===== src/rtl/pc_pkg.sv =====
// Shared encodings and constants for the program-counter stage.
package pc_pkg;

  typedef enum logic [1:0] {
    BOOT = 2'd0,
    RUN  = 2'd1,
    HALT = 2'd2
  } state_t;

  typedef enum logic [1:0] {
    SRC_SEQ = 2'd0,
    SRC_BR  = 2'd1,
    SRC_J   = 2'd2,
    SRC_JR  = 2'd3
  } src_t;

  localparam int          WORD_BYTES           = 4;
  localparam logic [31:0] DEFAULT_RESET_VECTOR = 32'h0000_0000;

endpackage


===== src/rtl/pc_redirect_arbiter.sv =====
// Combinational next-PC select: jr > jump > branch > sequential, plus alignment flag.
module pc_redirect_arbiter
  import pc_pkg::*;
#(
  parameter int PC_WIDTH = 32
) (
  input  logic                branch_taken,
  input  logic [PC_WIDTH-1:0] branch_target,
  input  logic                jump_en,
  input  logic [PC_WIDTH-1:0] jump_target,
  input  logic                jr_en,
  input  logic [PC_WIDTH-1:0] jr_target,
  input  logic [PC_WIDTH-1:0] seq_target,
  output logic [PC_WIDTH-1:0] target,
  output src_t                src,
  output logic                misaligned
);

  always_comb begin
    target = seq_target;
    src    = SRC_SEQ;
    if (jr_en) begin
      target = jr_target;
      src    = SRC_JR;
    end else if (jump_en) begin
      target = jump_target;
      src    = SRC_J;
    end else if (branch_taken) begin
      target = branch_target;
      src    = SRC_BR;
    end
  end

  assign misaligned = |target[1:0];

endmodule


===== src/rtl/pc_sequencer.sv =====
// Program counter with stall, single pending redirect and misaligned-target halt.
// Optional BRANCH_DELAY_SLOT_EN: redirects take effect after one delay-slot fetch.
module pc_sequencer
  import pc_pkg::*;
#(
  parameter int                  PC_WIDTH     = 32,
  parameter logic [PC_WIDTH-1:0] RESET_VECTOR = PC_WIDTH'(DEFAULT_RESET_VECTOR)
) (
  input  logic                clk,
  input  logic                reset,
  input  logic                stall,
  input  logic                branch_taken,
  input  logic [PC_WIDTH-1:0] branch_target,
  input  logic                jump_en,
  input  logic [PC_WIDTH-1:0] jump_target,
  input  logic                jr_en,
  input  logic [PC_WIDTH-1:0] jr_target,
  output logic [PC_WIDTH-1:0] pc_out,
  output logic [PC_WIDTH-1:0] pc_plus4,
  output logic                fetch_valid,
  output logic                fault
);

  state_t              state, state_nxt;
  logic [PC_WIDTH-1:0] sel_target;
  src_t                sel_src;
  logic                sel_misaligned;
  logic                sel_redirect;
  logic                arb_live;
  logic                bad;
  logic                pend_vld;
  logic [PC_WIDTH-1:0] pend_addr;
`ifdef BRANCH_DELAY_SLOT_EN
  logic                slot_done;
`endif

  assign pc_plus4 = pc_out + PC_WIDTH'(WORD_BYTES);

  pc_redirect_arbiter #(.PC_WIDTH(PC_WIDTH)) u_arb (
    .branch_taken  (branch_taken),
    .branch_target (branch_target),
    .jump_en       (jump_en),
    .jump_target   (jump_target),
    .jr_en         (jr_en),
    .jr_target     (jr_target),
    .seq_target    (pc_plus4),
    .target        (sel_target),
    .src           (sel_src),
    .misaligned    (sel_misaligned)
  );

  assign sel_redirect = (sel_src != SRC_SEQ);
  // Arbiter result only matters while nothing is pending; a held target was already checked.
  assign arb_live     = (state == RUN) && !pend_vld;
  assign bad          = arb_live && sel_misaligned;

  always_ff @(posedge clk) begin
    if (reset) state <= BOOT;
    else       state <= state_nxt;
  end

  always_comb begin
    state_nxt = state;
    case (state)
      BOOT:    state_nxt = RUN;
      RUN:     if (bad) state_nxt = HALT;
      HALT:    state_nxt = HALT;
      default: state_nxt = BOOT;
    endcase
  end

  always_comb begin
    fetch_valid = 1'b0;
    fault       = 1'b0;
    case (state)
      RUN:     fetch_valid = ~stall;
      HALT:    fault       = 1'b1;
      default: ;
    endcase
  end

  always_ff @(posedge clk) begin
    if (reset) begin
      pc_out    <= RESET_VECTOR;
      pend_vld  <= 1'b0;
      pend_addr <= RESET_VECTOR;
`ifdef BRANCH_DELAY_SLOT_EN
      slot_done <= 1'b0;
`endif
    end else if (state == RUN && !bad) begin
`ifdef BRANCH_DELAY_SLOT_EN
      if (!stall) begin
        if (pend_vld) begin
          if (slot_done) begin
            pc_out    <= pend_addr;
            pend_vld  <= 1'b0;
            slot_done <= 1'b0;
          end else begin
            pc_out    <= pc_plus4;
            slot_done <= 1'b1;
          end
        end else if (sel_redirect) begin
          pc_out    <= pc_plus4;
          pend_addr <= sel_target;
          pend_vld  <= 1'b1;
          slot_done <= 1'b1;
        end else begin
          pc_out <= pc_plus4;
        end
      end else if (!pend_vld && sel_redirect) begin
        pend_addr <= sel_target;
        pend_vld  <= 1'b1;
        slot_done <= 1'b0;
      end
`else
      if (!stall) begin
        if (pend_vld) begin
          pc_out   <= pend_addr;
          pend_vld <= 1'b0;
        end else begin
          pc_out <= sel_target;
        end
      end else if (!pend_vld && sel_redirect) begin
        pend_addr <= sel_target;
        pend_vld  <= 1'b1;
      end
`endif
    end
  end

endmodule


===== config.mk =====
export PLATFORM = sky130hd
export DESIGN_NAME = pc_sequencer
export DESIGN_NICKNAME = d
export VERILOG_FILES = /design/src/rtl/pc_pkg.sv /design/src/rtl/pc_redirect_arbiter.sv /design/src/rtl/pc_sequencer.sv
export SDC_FILE = /design/constraint.sdc
export NUM_CORES = 1
export LEC_CHECK = 0
export BUFFER_PORTS_ARGS = -buffer_cell sky130_fd_sc_hd__buf_4
export CAP_MARGIN = 10
export CORE_MARGIN = 5
export CORE_UTILIZATION = 45
export CTS_CLUSTER_DIAMETER = 80
export CTS_CLUSTER_SIZE = 16
export DETAILED_ROUTE_END_ITERATION = 6
export GPL_TIMING_DRIVEN = 0
export MAX_ROUTING_LAYER = met4
export PLACE_DENSITY = 0.79
export SLEW_MARGIN = 15
export SYNTH_ARGS = -nofsm -noshare
export SYNTH_HDL_FRONTEND = slang
export SYNTH_SLANG_ARGS = --single-unit

===== constraint.sdc =====
create_clock -name clk -period 2.3 [get_ports clk]
set_input_delay 0.46 -clock clk [delete_from_list [all_inputs] [get_ports clk]]
set_output_delay 0.46 -clock clk [all_outputs]
set_load 0.01 [all_outputs]

==> flow_summary.rst <==
.. list-table::
   :header-rows: 1

   * - Metric
     - Value
   * - Run status
     - complete, but fails checks
   * - Violations in the final reports
     - setup timing
   * - Global route overflow
     - 0
   * - Final cell area excluding filler cells
     - between 0.006 and 0.007 mm²
   * - Biggest area consumer among synthesized cells
     - dfxtp_1
   * - Max-slew violation count
     - 0
   * - Area of the core region
     - around 0.0096 mm²
   * - Setup slack after layout
     - -0.5102 ns
   * - Flip-flop and latch count after synthesis
     - 67
   * - Avg Vias per Cell
     - 6.450
   * - Final-report hold violation count
     - 0
   * - Number of top-level design ports
     - 168
   * - Min Tclk post-route
     - about 2.8 ns
   * - Syn_nets
     - around 700
   * - Fraction of post-synthesis cell area in the top cell type by area
     - between 30% and 40%
   * - Post-synthesis instance area
     - about 0.0044 mm²
   * - Relative contribution of the clock network to total power
     - between 20% and 30%
   * - Worst slew margin relative to its limit
     - 43.39%
   * - Post-synth EDFFs
     - 0
   * - Met1 GRT Util
     - between 40% and 50%
   * - Met2 global-route usage
     - 53.80%
   * - Most instantiated library cell after synthesis
     - a21oi_1
   * - Worst Setup End Kind
     - output port
   * - Switch share
     - a little over a third
   * - Power density relative to cell area
     - 553.0 mW/mm²
   * - Horizontal die dimension
     - 108.5 µm
   * - Port-buffer cells
     - about 170
   * - Post-synth top cells
     - 72 x a21oi_1, 67 x dfxtp_1, 60 x nand2_1
   * - Worst hold path type
     - reg -> reg
   * - Sequential-to-total area share from yosys stat
     - slightly above 30%
   * - Setup slack of the worst register-to-register path
     - -0.12 ns
   * - Gate Count Post-Synth
     - about 590
   * - Net total in the final layout
     - 920
   * - Largest cells by area after synthesis
     - dfxtp_1 31%, a21oi_1 8.3%, nand2_1 5.2%, o21ai_0 4.7%, nor2_1 4.2%
   * - Smallest hold slack
     - around 0.46 ns
   * - Net switching power
     - about 1.4 mW
   * - TritonCTS clock tree
     - yes
   * - CP required
     - around 1.8 ns
   * - Synth Area per Inst
     - 7.445 µm²
   * - Yosys warning total
     - 0
   * - Vias in the first global route
     - 5818
   * - Crit Path Class
     - reg -> out
   * - Hold Path Origin
     - pend_addr[11]$_SDFFE_PP0P_
   * - Half-perimeter wire length after placement
     - between 10000 and 15000 µm
   * - Netlist cell types
     - 63
   * - Fmax achieved
     - 355.8 MHz
   * - H-Tree Level Count
     - 3
   * - Largest clock skew in the final design
     - approximately 0.007 ns
   * - Hold depth
     - 2
   * - Detailed Route WL
     - roughly 22000 µm
   * - Share of layout cells above drive strength 1
     - 41.64%
   * - Sinks on the clock net
     - 67
   * - RSZ-0062 raised after global routing
     - true
   * - Area of the die
     - about 0.012 mm²
   * - Period utilization
     - 122.2%
   * - Crit path DAT
     - 2.35 ns
   * - Leakage component of the power
     - between 3 and 4 nW
   * - Diodes inserted
     - 0
   * - Layout Utilization
     - just over 70%
   * - Flop pwr share
     - between 30 and 40%
   * - Detail-routed net length per standard cell
     - roughly 23 µm
   * - Wire length of the first global-routing pass
     - ~31000 µm
   * - Post-detailed-route DRC marker count
     - 0
   * - Slew of the pin with the lowest slew margin
     - around 0.85 ns
   * - Most instantiated flip-flop cell in the synthesis netlist
     - dfxtp_1
   * - Met3 Usage GRT
     - 8.776%
   * - Final weighted congestion in routability-driven placement
     - 0.9458
   * - Endpoint of the worst hold path
     - pend_addr[11]$_SDFFE_PP0P_
   * - Max_cap viols
     - 0
   * - Number of antenna violations at the first check in global routing
     - 0
   * - Max FO, Critical Path
     - 8
   * - Inserted Clock Buffers
     - 9
   * - DRC marker count from the first detailed-route iteration
     - 830
   * - Clock latency reported for the late side of the worst-skew pair
     - approximately 0.36 ns
   * - Global routing usage summed across all routing layers
     - 34.85%
   * - Internal
     - roughly 2.4 mW
   * - IR Drop Worst-Case VDD
     - 0.3290 mV
   * - Iteration count of the initial detailed-routing pass
     - 6
   * - Die height
     - between 100 and 150 µm
   * - Number of nets with antenna violations after routing
     - 0
   * - Crit Reg-Reg Endpoint
     - pc_out[17]$_SDFFE_PP0P_
   * - Total area of multi-input combinational cells
     - just over 0.003 mm²
   * - Beginning of the worst register-to-register path
     - pc_out[3]$_SDFFE_PP0P_
   * - Layout overhead on the synthesized area
     - 58.90%
   * - Final total negative setup slack
     - -7.647 ns
   * - Number of hold buffers added after CTS
     - 0
   * - Busiest metal layer after global routing
     - met2
   * - CTS Root Buffer Type
     - clkbuf_8
   * - Number of vias after detailed routing
     - 6140
   * - Setup Viol. Count Final
     - 31
   * - Total of fill cells in the finished design
     - 759
   * - Pin count of the biggest net entering global routing
     - 12
   * - Depth of the worst register-to-register path
     - 10
   * - Standard cell area after detailed placement
     - 0.005794 mm²
   * - Initial Utilization
     - 45.47%
   * - Comb pwr share
     - between 30% and 40%
   * - Clock transition at the registers of the reported paths
     - 0.08 ns
   * - Fraction of synthesis flops using an asynchronous set or reset pin
     - 0%
   * - CP Launch Type
     - register
   * - Worst-case clock buffer depth
     - 2
   * - Footprint of the flip-flops and latches
     - between 0.001 and 0.0015 mm²
   * - Number of rows in the core area
     - 36
[power groups by stage]
stage | registers, mW | logic [mW] | clock network [mW]
finish | 1.43 | 1.40 | 1.01
global route | 1.44 | 1.48 | 1.04
CTS | 1.41 | 1.24 | 0.996
detailed placement | 1.43 | 1.18 | 0
global placement | 1.43 | 1.15 | 0
floorplan | 1.43 | 0.602 | 0
[final cells by class]
| type | instances | area share (%) |
|---|---|---|
| multi-input combinational | 446 | 44.23 |
| timing repair buffer | 219 | 25.48 |
| sequential | 67 | 20.09 |
| buffer | 47 | 3.682 |
| tap | 133 | 2.400 |
| clock buffer | 11 | 2.039 |
| inverter | 24 | 1.317 |
| clock inverter | 5 | 0.7580 |
[per-layer routing]
metal  up-vias  share of wire [%]
li1       2608                  -
met1      2846                 36
met2       551                 46
met3       135                 12
met4         0                5.7
met5         -                  0
[worst max-delay path by stage]
stage	from	end	slack [ns]	cells after the start
floorplan	pc_out[2]$_SDFFE_PP0P_	pc_plus4[26]	0.003	6
global placement	jr_en	pend_addr[15]$_SDFFE_PP0P_	-0.64	8
detailed placement	jr_en	pend_addr[31]$_SDFFE_PP0P_	-0.73	8
CTS	pc_out[3]$_SDFFE_PP0P_	pc_plus4[29]	-0.46	8
global route	pc_out[21]$_SDFFE_PP0P_	pc_plus4[26]	-0.52	6
finish	pc_out[21]$_SDFFE_PP0P_	pc_plus4[26]	-0.51	6
[flip-flops by register name, summed over array words and instances (netlist names)]
signal     flops
pc_out        32
pend_addr     32
pend_vld       1
state          2
[logic make-up after synthesis]
kind of cell	Yosys count	share of synthesized area, %
AO/OA/AOI/OAI	211	31.03
AND/OR/NAND/NOR	197	22.40
buffers and inverters	73	7.313
flip-flops	67	30.74
XOR/XNOR	22	4.589
multiplexers	12	2.782
adder cells (fa/ha/maj)	4	1.147
[worst max-delay path: stages, from the launching register on]
cell and delay (ns):
dfxtp_1 0.46, nand3_1 0.22, or2_2 0.32, buf_2 0.21, nor4_1 0.47, or2_4 0.22
buf_6 0.10
[cells in the final DEF, fill, tap and decap left out, types with 5 or more instances in the layout]
master,synthesis,layout
o21a_1,9,9
nor2_1,49,44
xor2_1,9,5
buf_2,6,7
clkbuf_8,0,10
o31a_1,5,5
buf_6,3,26
o22ai_1,9,9
dfxtp_2,0,8
a31oi_1,8,8
nand2_1,60,58
a211o_1,5,5
nor3_1,13,11
inv_1,22,22
xnor2_1,12,6
buf_4,4,196
dfxtp_1,67,48
nand3_1,20,16
dfxtp_4,0,11
nand4_1,7,7
a211oi_1,14,14
nand2b_1,8,8
xor2_2,1,5
o21ai_0,41,38
a221o_1,7,7
mux2i_1,11,11
a21oi_1,72,68
clkbuf_1,33,16
o211ai_1,6,6
clkbuf_2,0,16
[per-stage QoR]
| stage | cells | total power [mW] | setup slack [ns] |
|---|---|---|---|
| after floorplan | 586 | 2.029 | 0.003382 |
| after global placement | 885 | 2.574 | -0.6381 |
| after detailed placement | 885 | 2.608 | -0.7311 |
| after CTS | 926 | 3.643 | -0.4591 |
| after global routing | 952 | 3.956 | -0.5223 |
| final | 952 | 3.834 | -0.5102 |
[what timing repair did]
action	4_1_cts	5_1_grt
gates resized for setup	60	90
gates cloned	0	0
endpoints found under the setup margin	75	76
pin swaps	14	33
setup buffers	25	31
(Power assumes the default switching activity.)
